### src/rtl/llpage_arb.sv
// llpage_arb
//   Round-robin arbiter that lets several llrdport read ports share the single
//   page-allocate interface (par/parr) of the link list manager. Only one
//   transaction is in flight at a time. The grant is taken in IDLE and held
//   until the page-return handshake completes. The returned page is steered
//   only to the granted port.
//
//   Ports
//     clk, reset        clock and synchronous active-high reset
//     rp_par_srdy/drdy  per-port page request valid / accept (accept is one-hot or zero)
//     rp_parr_srdy/drdy per-port page return valid (one-hot or zero) / ready
//     rp_parr_page      returned page number, shared by all ports
//     par_srdy/drdy     page request to / accept from the manager
//     parr_srdy/drdy    page return valid from / ready to the manager
//     parr_page         page number from the manager
//     gnt_src           index of the granted (or last granted) port
//     busy              a transaction is in flight

module llpage_arb #(
    parameter int lpsz    = 8,
    parameter int sources = 4,
    parameter int srcsz   = 2
) (
    input  logic               clk,
    input  logic               reset,
    input  logic [sources-1:0] rp_par_srdy,
    output logic [sources-1:0] rp_par_drdy,
    output logic [sources-1:0] rp_parr_srdy,
    input  logic [sources-1:0] rp_parr_drdy,
    output logic [lpsz-1:0]    rp_parr_page,
    output logic               par_srdy,
    input  logic               par_drdy,
    input  logic               parr_srdy,
    output logic               parr_drdy,
    input  logic [lpsz-1:0]    parr_page,
    output logic [srcsz-1:0]   gnt_src,
    output logic               busy
);

    typedef enum logic [1:0] {
        IDLE = 2'd0,
        REQ  = 2'd1,
        RSP  = 2'd2
    } state_t;

    state_t             state;
    state_t             next_state;
    logic [srcsz-1:0]   rr_ptr;
    logic [srcsz-1:0]   next_gnt;
    logic               any_req;
    logic               found_hi;
    logic               found_lo;
    logic [srcsz-1:0]   pick_hi;
    logic [srcsz-1:0]   pick_lo;
    logic [sources-1:0] gnt_onehot;
    logic               req_xfer;
    logic               rsp_xfer;

    // Round-robin search: the first requester at or above rr_ptr wins; if
    // there is none, the lowest requester wins, which is the wrap-around case.
    always_comb begin
        found_hi = 1'b0;
        found_lo = 1'b0;
        pick_hi  = '0;
        pick_lo  = '0;
        for (int i = 0; i < sources; i++) begin
            if (!found_hi && rp_par_srdy[i] && (i >= int'(rr_ptr))) begin
                found_hi = 1'b1;
                pick_hi  = srcsz'(i);
            end
            if (!found_lo && rp_par_srdy[i]) begin
                found_lo = 1'b1;
                pick_lo  = srcsz'(i);
            end
        end
        next_gnt = found_hi ? pick_hi : pick_lo;
        any_req  = found_lo;
    end

    assign gnt_onehot = sources'(1) << gnt_src;
    assign req_xfer   = (state == REQ) && par_drdy;
    assign rsp_xfer   = (state == RSP) && parr_srdy && parr_drdy;

    // State register, with the grant and the round-robin pointer. The grant is
    // sampled only in IDLE, so requests during REQ/RSP wait for the next round.
    always_ff @(posedge clk) begin
        if (reset) begin
            state   <= IDLE;
            rr_ptr  <= '0;
            gnt_src <= '0;
        end else begin
            state <= next_state;
            if ((state == IDLE) && any_req) begin
                gnt_src <= next_gnt;
            end
            if (rsp_xfer) begin
                rr_ptr <= (gnt_src == srcsz'(sources - 1)) ? '0 : gnt_src + 1'b1;
            end
        end
    end

    // Next-state logic; each state waits indefinitely on its own handshake.
    always_comb begin
        next_state = state;
        case (state)
            IDLE:    if (any_req)  next_state = REQ;
            REQ:     if (req_xfer) next_state = RSP;
            RSP:     if (rsp_xfer) next_state = IDLE;
            default: next_state = IDLE;
        endcase
    end

    // Output decode. The manager accept and page return are routed only to the
    // granted port, so the other ports never see a handshake bit.
    always_comb begin
        par_srdy     = (state == REQ);
        busy         = (state != IDLE);
        rp_par_drdy  = req_xfer ? gnt_onehot : '0;
        rp_parr_srdy = ((state == RSP) && parr_srdy) ? gnt_onehot : '0;
        parr_drdy    = (state == RSP) && (|(rp_parr_drdy & gnt_onehot));
        rp_parr_page = parr_page;
    end

endmodule

### config.mk
export PLATFORM = sky130hd
export DESIGN_NAME = llpage_arb
export DESIGN_NICKNAME = d
export VERILOG_FILES = /design/src/rtl/llpage_arb.sv
export SDC_FILE = /design/constraint.sdc
export NUM_CORES = 1
export LEC_CHECK = 0
export BUFFER_PORTS_ARGS = -buffer_cell sky130_fd_sc_hd__buf_2
export CAP_MARGIN = 20
export CORE_ASPECT_RATIO = 0.6
export CORE_MARGIN = 1
export CORE_UTILIZATION = 24
export DETAILED_ROUTE_END_ITERATION = 10
export HOLD_SLACK_MARGIN = 0.08
export MAX_ROUTING_LAYER = met4
export SYNTH_ARGS = -nofsm -noshare
export SYNTH_HDL_FRONTEND = slang
export SYNTH_SLANG_ARGS = --single-unit
### constraint.sdc
create_clock -name clk -period 1.3 [get_ports clk]
set_input_delay 0.13 -clock clk [delete_from_list [all_inputs] [get_ports clk]]
set_output_delay 0.13 -clock clk [all_outputs]
set_load 0.05 [all_outputs]
* Word level (Yosys, flattened, before mapping)
Cells that the tools add are included.
** Operators by class
- Shifts and indexed selects :: 1
- Muxes and demuxes :: 22
- Magnitude comparators :: 3
- Equality and inequality tests :: 6
- Add/subtract/negate cells :: 1
- Reductions and logical operators :: 24
- Bitwise gates (word level) :: 1
** Operator list (count)
- $mux 2 :: 9
- $logic_and 1x1->1 :: 14
- $mux 1 :: 10
- $mux 4 :: 2
- $logic_not 1->1 :: 6
- $pmux 2 s3 :: 1
- $and 4x4->4 :: 1
- $eq 2x2->1 const B :: 2
- $ge 1x2->1 const A :: 2
- $ne 2x2->1 const B :: 2
- $reduce_or 4->1 :: 1
- $shl 1x2->4 const A :: 1
- $reduce_and 3->1 :: 1
- $add 2x1->2 const B :: 1
- $eq 2x1->1 const B :: 1
- $ge 2x2->1 const A :: 1
- $logic_not 2->1 :: 1
- $ne 2x1->1 const B :: 1
- $reduce_bool 2->1 :: 1
** Word-level totals
- Bits of input ports :: 20
- Word-level logic and storage cells :: 61
- Register bits after elaboration :: 6
- Output and inout bits :: 21

* Logic depth before layout (Yosys ltp)
- Depth after elaboration :: 15
- Mapped depth :: 6
- Gate-level depth less buffers :: 6

* Least setup slack after synthesis
OpenSTA, ideal clock, no wires.
- Kind :: register -> output
- Start point :: reg gnt_src[0]
- End point :: out parr_drdy
- Setup slack :: -718 ps
- Cell stages (with the launch flop) :: 5
- Data required time :: 1170 ps
- Path buffers :: 0
- Data arrival time :: 1888 ps
- Cell sequence :: dfxtp_1 > ha_1 > a22oi_1 > and2_1 > nor2b_1
** On the way
- Longest elaborated chain between the ends :: 4
** RTL lines
- start, declared :: RTL line 36 : output logic [srcsz-1:0] gnt_src,
- start signal, assigned :: RTL line 94 : gnt_src <= next_gnt;
- $shl 1x2->4 :: RTL line 80 : assign gnt_onehot = sources'(1) << gnt_src;
- $and 4x4->4 :: RTL line 120 : parr_drdy = (state == RSP) && (|(rp_parr_drdy & gnt_onehot));
- $reduce_or 4->1 :: RTL line 120
- $logic_and 1x1->1 :: RTL line 120
- end, declared :: RTL line 34 : output logic parr_drdy,
No other way between the ends.

* Final worst setup path
- Start point :: reg gnt_src[1]
- End point :: out parr_drdy
The elaborated chain is that of the path after synthesis.

==> summary.md <==
| Metric | Value |
|---|---|
| Commonest non-fill, non-tap cells in the layout | buf_2 (14), buf_4 (8), buf_6 (7) |
| Largest net degree at the start of global routing | 9 |
| Mux contribution to synthesized area | 0.0379 |
| Failing checks | negative setup slack |
| Synth cell types | 25 |
| Placed cell area | approximately 720 µm² |
| FF+latch count, synth | 6 |
| Worst R2R Path Depth | 6 |
| Fill cells | between 200 and 250 |
| DP Wirelength | roughly 1100 µm |
| YS warnings | 0 |
| Wire per inst | 13.3 µm |
| Die area | 2400 µm² |
| Final Skew | between 0.005 and 0.006 ns |
| CTS max path bufs | 2 |
| Dpl ws | -0.0581 ns |
| Number of synthesized flops with an enable pin | 0 |
| Chip width | 62.6 µm |
| CP required | around 1.2 ns |
| Final WL | 1620 µm |
| TritonRoute pass-1 iters | 4 |
| HP Class | in -> reg |
| IO Port Bufs | 24 |
| Hold_buf cts | 0 |
| WP data arrival | 1.39 ns |
| Global route overflow | 0 |
| Gp weighted congestion | between 0.7 and 0.8 |
| Fin util | 0.467 |
| Post-Syn Nets | 90 |
| Top_reg_cell synth | dfxtp_1 |
| Final Cell Area | 911 µm² |
| Ports | 41 |
| GR Util All Layers | 0.158 |
| Launch point of the worst path | gnt_src[1] |
| Worst-path fanout max | 5 |
| Setup slack, reg-to-reg | -0.06 ns |
| # DRC | 0 |
| Worst R2R End | rr_ptr[1] |
| Clk_lat worst skew | 0.25 ns |
| Final Hold Viols | 0 |
| Setup crit end | parr_drdy |
| Critical Path Source Type | register |
| Critical hold path startpoint | reset |
| CTS Root Cell | clkbuf_4 |
| # clock sinks | 6 |
| VDD IR-drop max | about 0.31 mV |
| Xor/xnor share of the synthesized area | 0 |
| Initial Util | 0.271 |
| Status | complete, but fails checks |
| Max-cap violation count | 0 |
| Initial antenna violation count | 0 |
| Nets@finish | ~120 |
| Core outline area | ~2000 µm² |
| Period utilisation layout | 1.17 |
| # diodes | 0 |
| Seq/Total Area, Yosys | 0.227 |
| Final setup fails | 10 |
| Share of the synthesized area in the top cell type | 0.227 |
| DR vias | 555 |
| Commonest non-fill, non-tap cell in the layout | buf_2 |
| Cell area power density | between 700 and 800 nW/µm² |
| Total power | about 0.00071 W |
| Share of layout cells above drive strength 1 | 0.660 |
| Max Slew Vio Count | 0 |
| Adder-cell share of the synthesized area | 0.0948 |
| Worst Setup End Kind | output pin |
| Vias per cell | ~4.5 |
| Die H | around 38 µm |
| Yosys top cell by area | dfxtp_1 |
| WS Path Type | reg -> out |
| Synth Area in Compound Gates | 0.218 |
| RSZ-0062 raised after global routing | true |
| H-tree depth | 1 |
| Worst Tran Pin Value | about 0.34 ns |
| Synth Area per Inst | 8.00 µm² |
| Post-synth ARST share | 0 |
| # rows | 12 |
| Number of global-route vias before repair | between 500 and 600 |
| Leak Pwr | 0.404 nW |
| Highest Clock Rate | roughly 660 MHz |
| Initial DRC Count | 25 |
| Inserted Clock Buffers | 3 |
| Final ANT Viol Nets | 0 |
| First-pass GRT wire length | between 2000 and 3000 µm |
| Launching point of the worst reg2reg path | gnt_src[0] |
| Minimum clock period | between 1.5 and 2 ns |
| P&R area growth vs syn | 72.5% |
| Area contributors post-synth | dfxtp_1 (23%), buf_4 (11%), and3_1 (9.5%) |
| CTS tree | done |
| Mapped Cells | 66 |
| Worst setup margin | -0.218 ns |
| Post-synthesis simple-gate area fraction | 0.265 |
| Main combinational cell family by area after synthesis | simple AND/OR/NAND/NOR gates |
| Mapped cell area | 528 µm² |
| Hold_ws | about 0.18 ns |
| Relative slew slack | 0.773 |
| Worst-path clk slew | around 0.050 ns |
## layout make-up
| class | instances | area, µm² | share of cell area |
|---|---|---|---|
| multi-input cells | 46 | 429 | 0.471 |
| clock buffers | 4 | 26.3 | 0.0288 |
| well taps | 28 | 35.0 | 0.0385 |
| repair buffers | 33 | 269 | 0.295 |
| inverters | 5 | 23.8 | 0.0261 |
| flip-flops and latches | 6 | 128 | 0.140 |
## worst max-delay path, cell delays in order (launching register included)
cell and delay (ns):
dfxtp_4 0.38, inv_4 0.05, ha_4 0.16, a22oi_2 0.18, and2_4 0.19, nor2b_4 0.04, buf_6 0.14
## cells in the mapped netlist (2+ instances only)
master,n
nand2_1,3
and3_1,8
inv_1,5
o21ai_0,2
mux2i_1,2
buf_4,8
nor2b_1,4
ha_1,4
a22oi_1,2
dfxtp_1,6
nor2_1,4
a21oi_1,5
## through the flow
step | std cells | setup TNS (ns)
after floorplan | 66 | -0.0472
after global placement | 116 | -0.0392
after detailed placement | 116 | -0.0581
after CTS | 122 | -1.48
after global routing | 122 | -1.91
final | 122 | -1.14
## per-layer routing
layer	part of all wire	global-route usage	wire [µm]	vias to the layer above
met2	0.49	0.285	796	20
met3	0.061	0.0655	99	0
li1	-	-	-	283
met1	0.45	0.168	724	252
met4	0	0.0349	0	0
met5	0	-	0	-
## flip-flops by register name (all words and copies together) (netlist names)
register,flops
gnt_src,2
rr_ptr,2
state,2
## power by group
| group | total [W] | internal [W] | leakage [nW] | switching [W] |
|---|---|---|---|---|
| Combinational | 0.000308 | 0.000135 | 0.338 | 0.000173 |
| Clock | 0.000191 | 0.000117 | 0.0150 | 0.0000741 |
| Sequential | 0.000214 | 0.000195 | 0.0505 | 0.0000182 |
| Total | 0.000712 | 0.000447 | 0.404 | 0.000266 |
## kinds of logic after synthesis
group                    after synthesis
AO/OA/AOI/OAI                         15
adder cells (fa/ha/maj)                4
buffers and inverters                 14
flip-flops                             6
multiplexers                           2
AND/OR/NAND/NOR                       25
## worst min path at each step
stage	end	slack [ns]	cells past startpoint
finish	state[0]	0.18	2
floorplan	state[1]	0.27	2
detailed placement	rp_parr_page[3]	0.26	0
global placement	rp_parr_page[3]	0.26	0
global route	state[1]	0.18	2
CTS	state[0]	0.17	2
## timing repair
action | CTS | global route
buffers inserted | 2 | 1
pin swaps | 3 | 5
setup endpoints to repair | 9 | 14
resized for setup | 36 | 6
No activity file was read; power rests on OpenSTA's default activity.
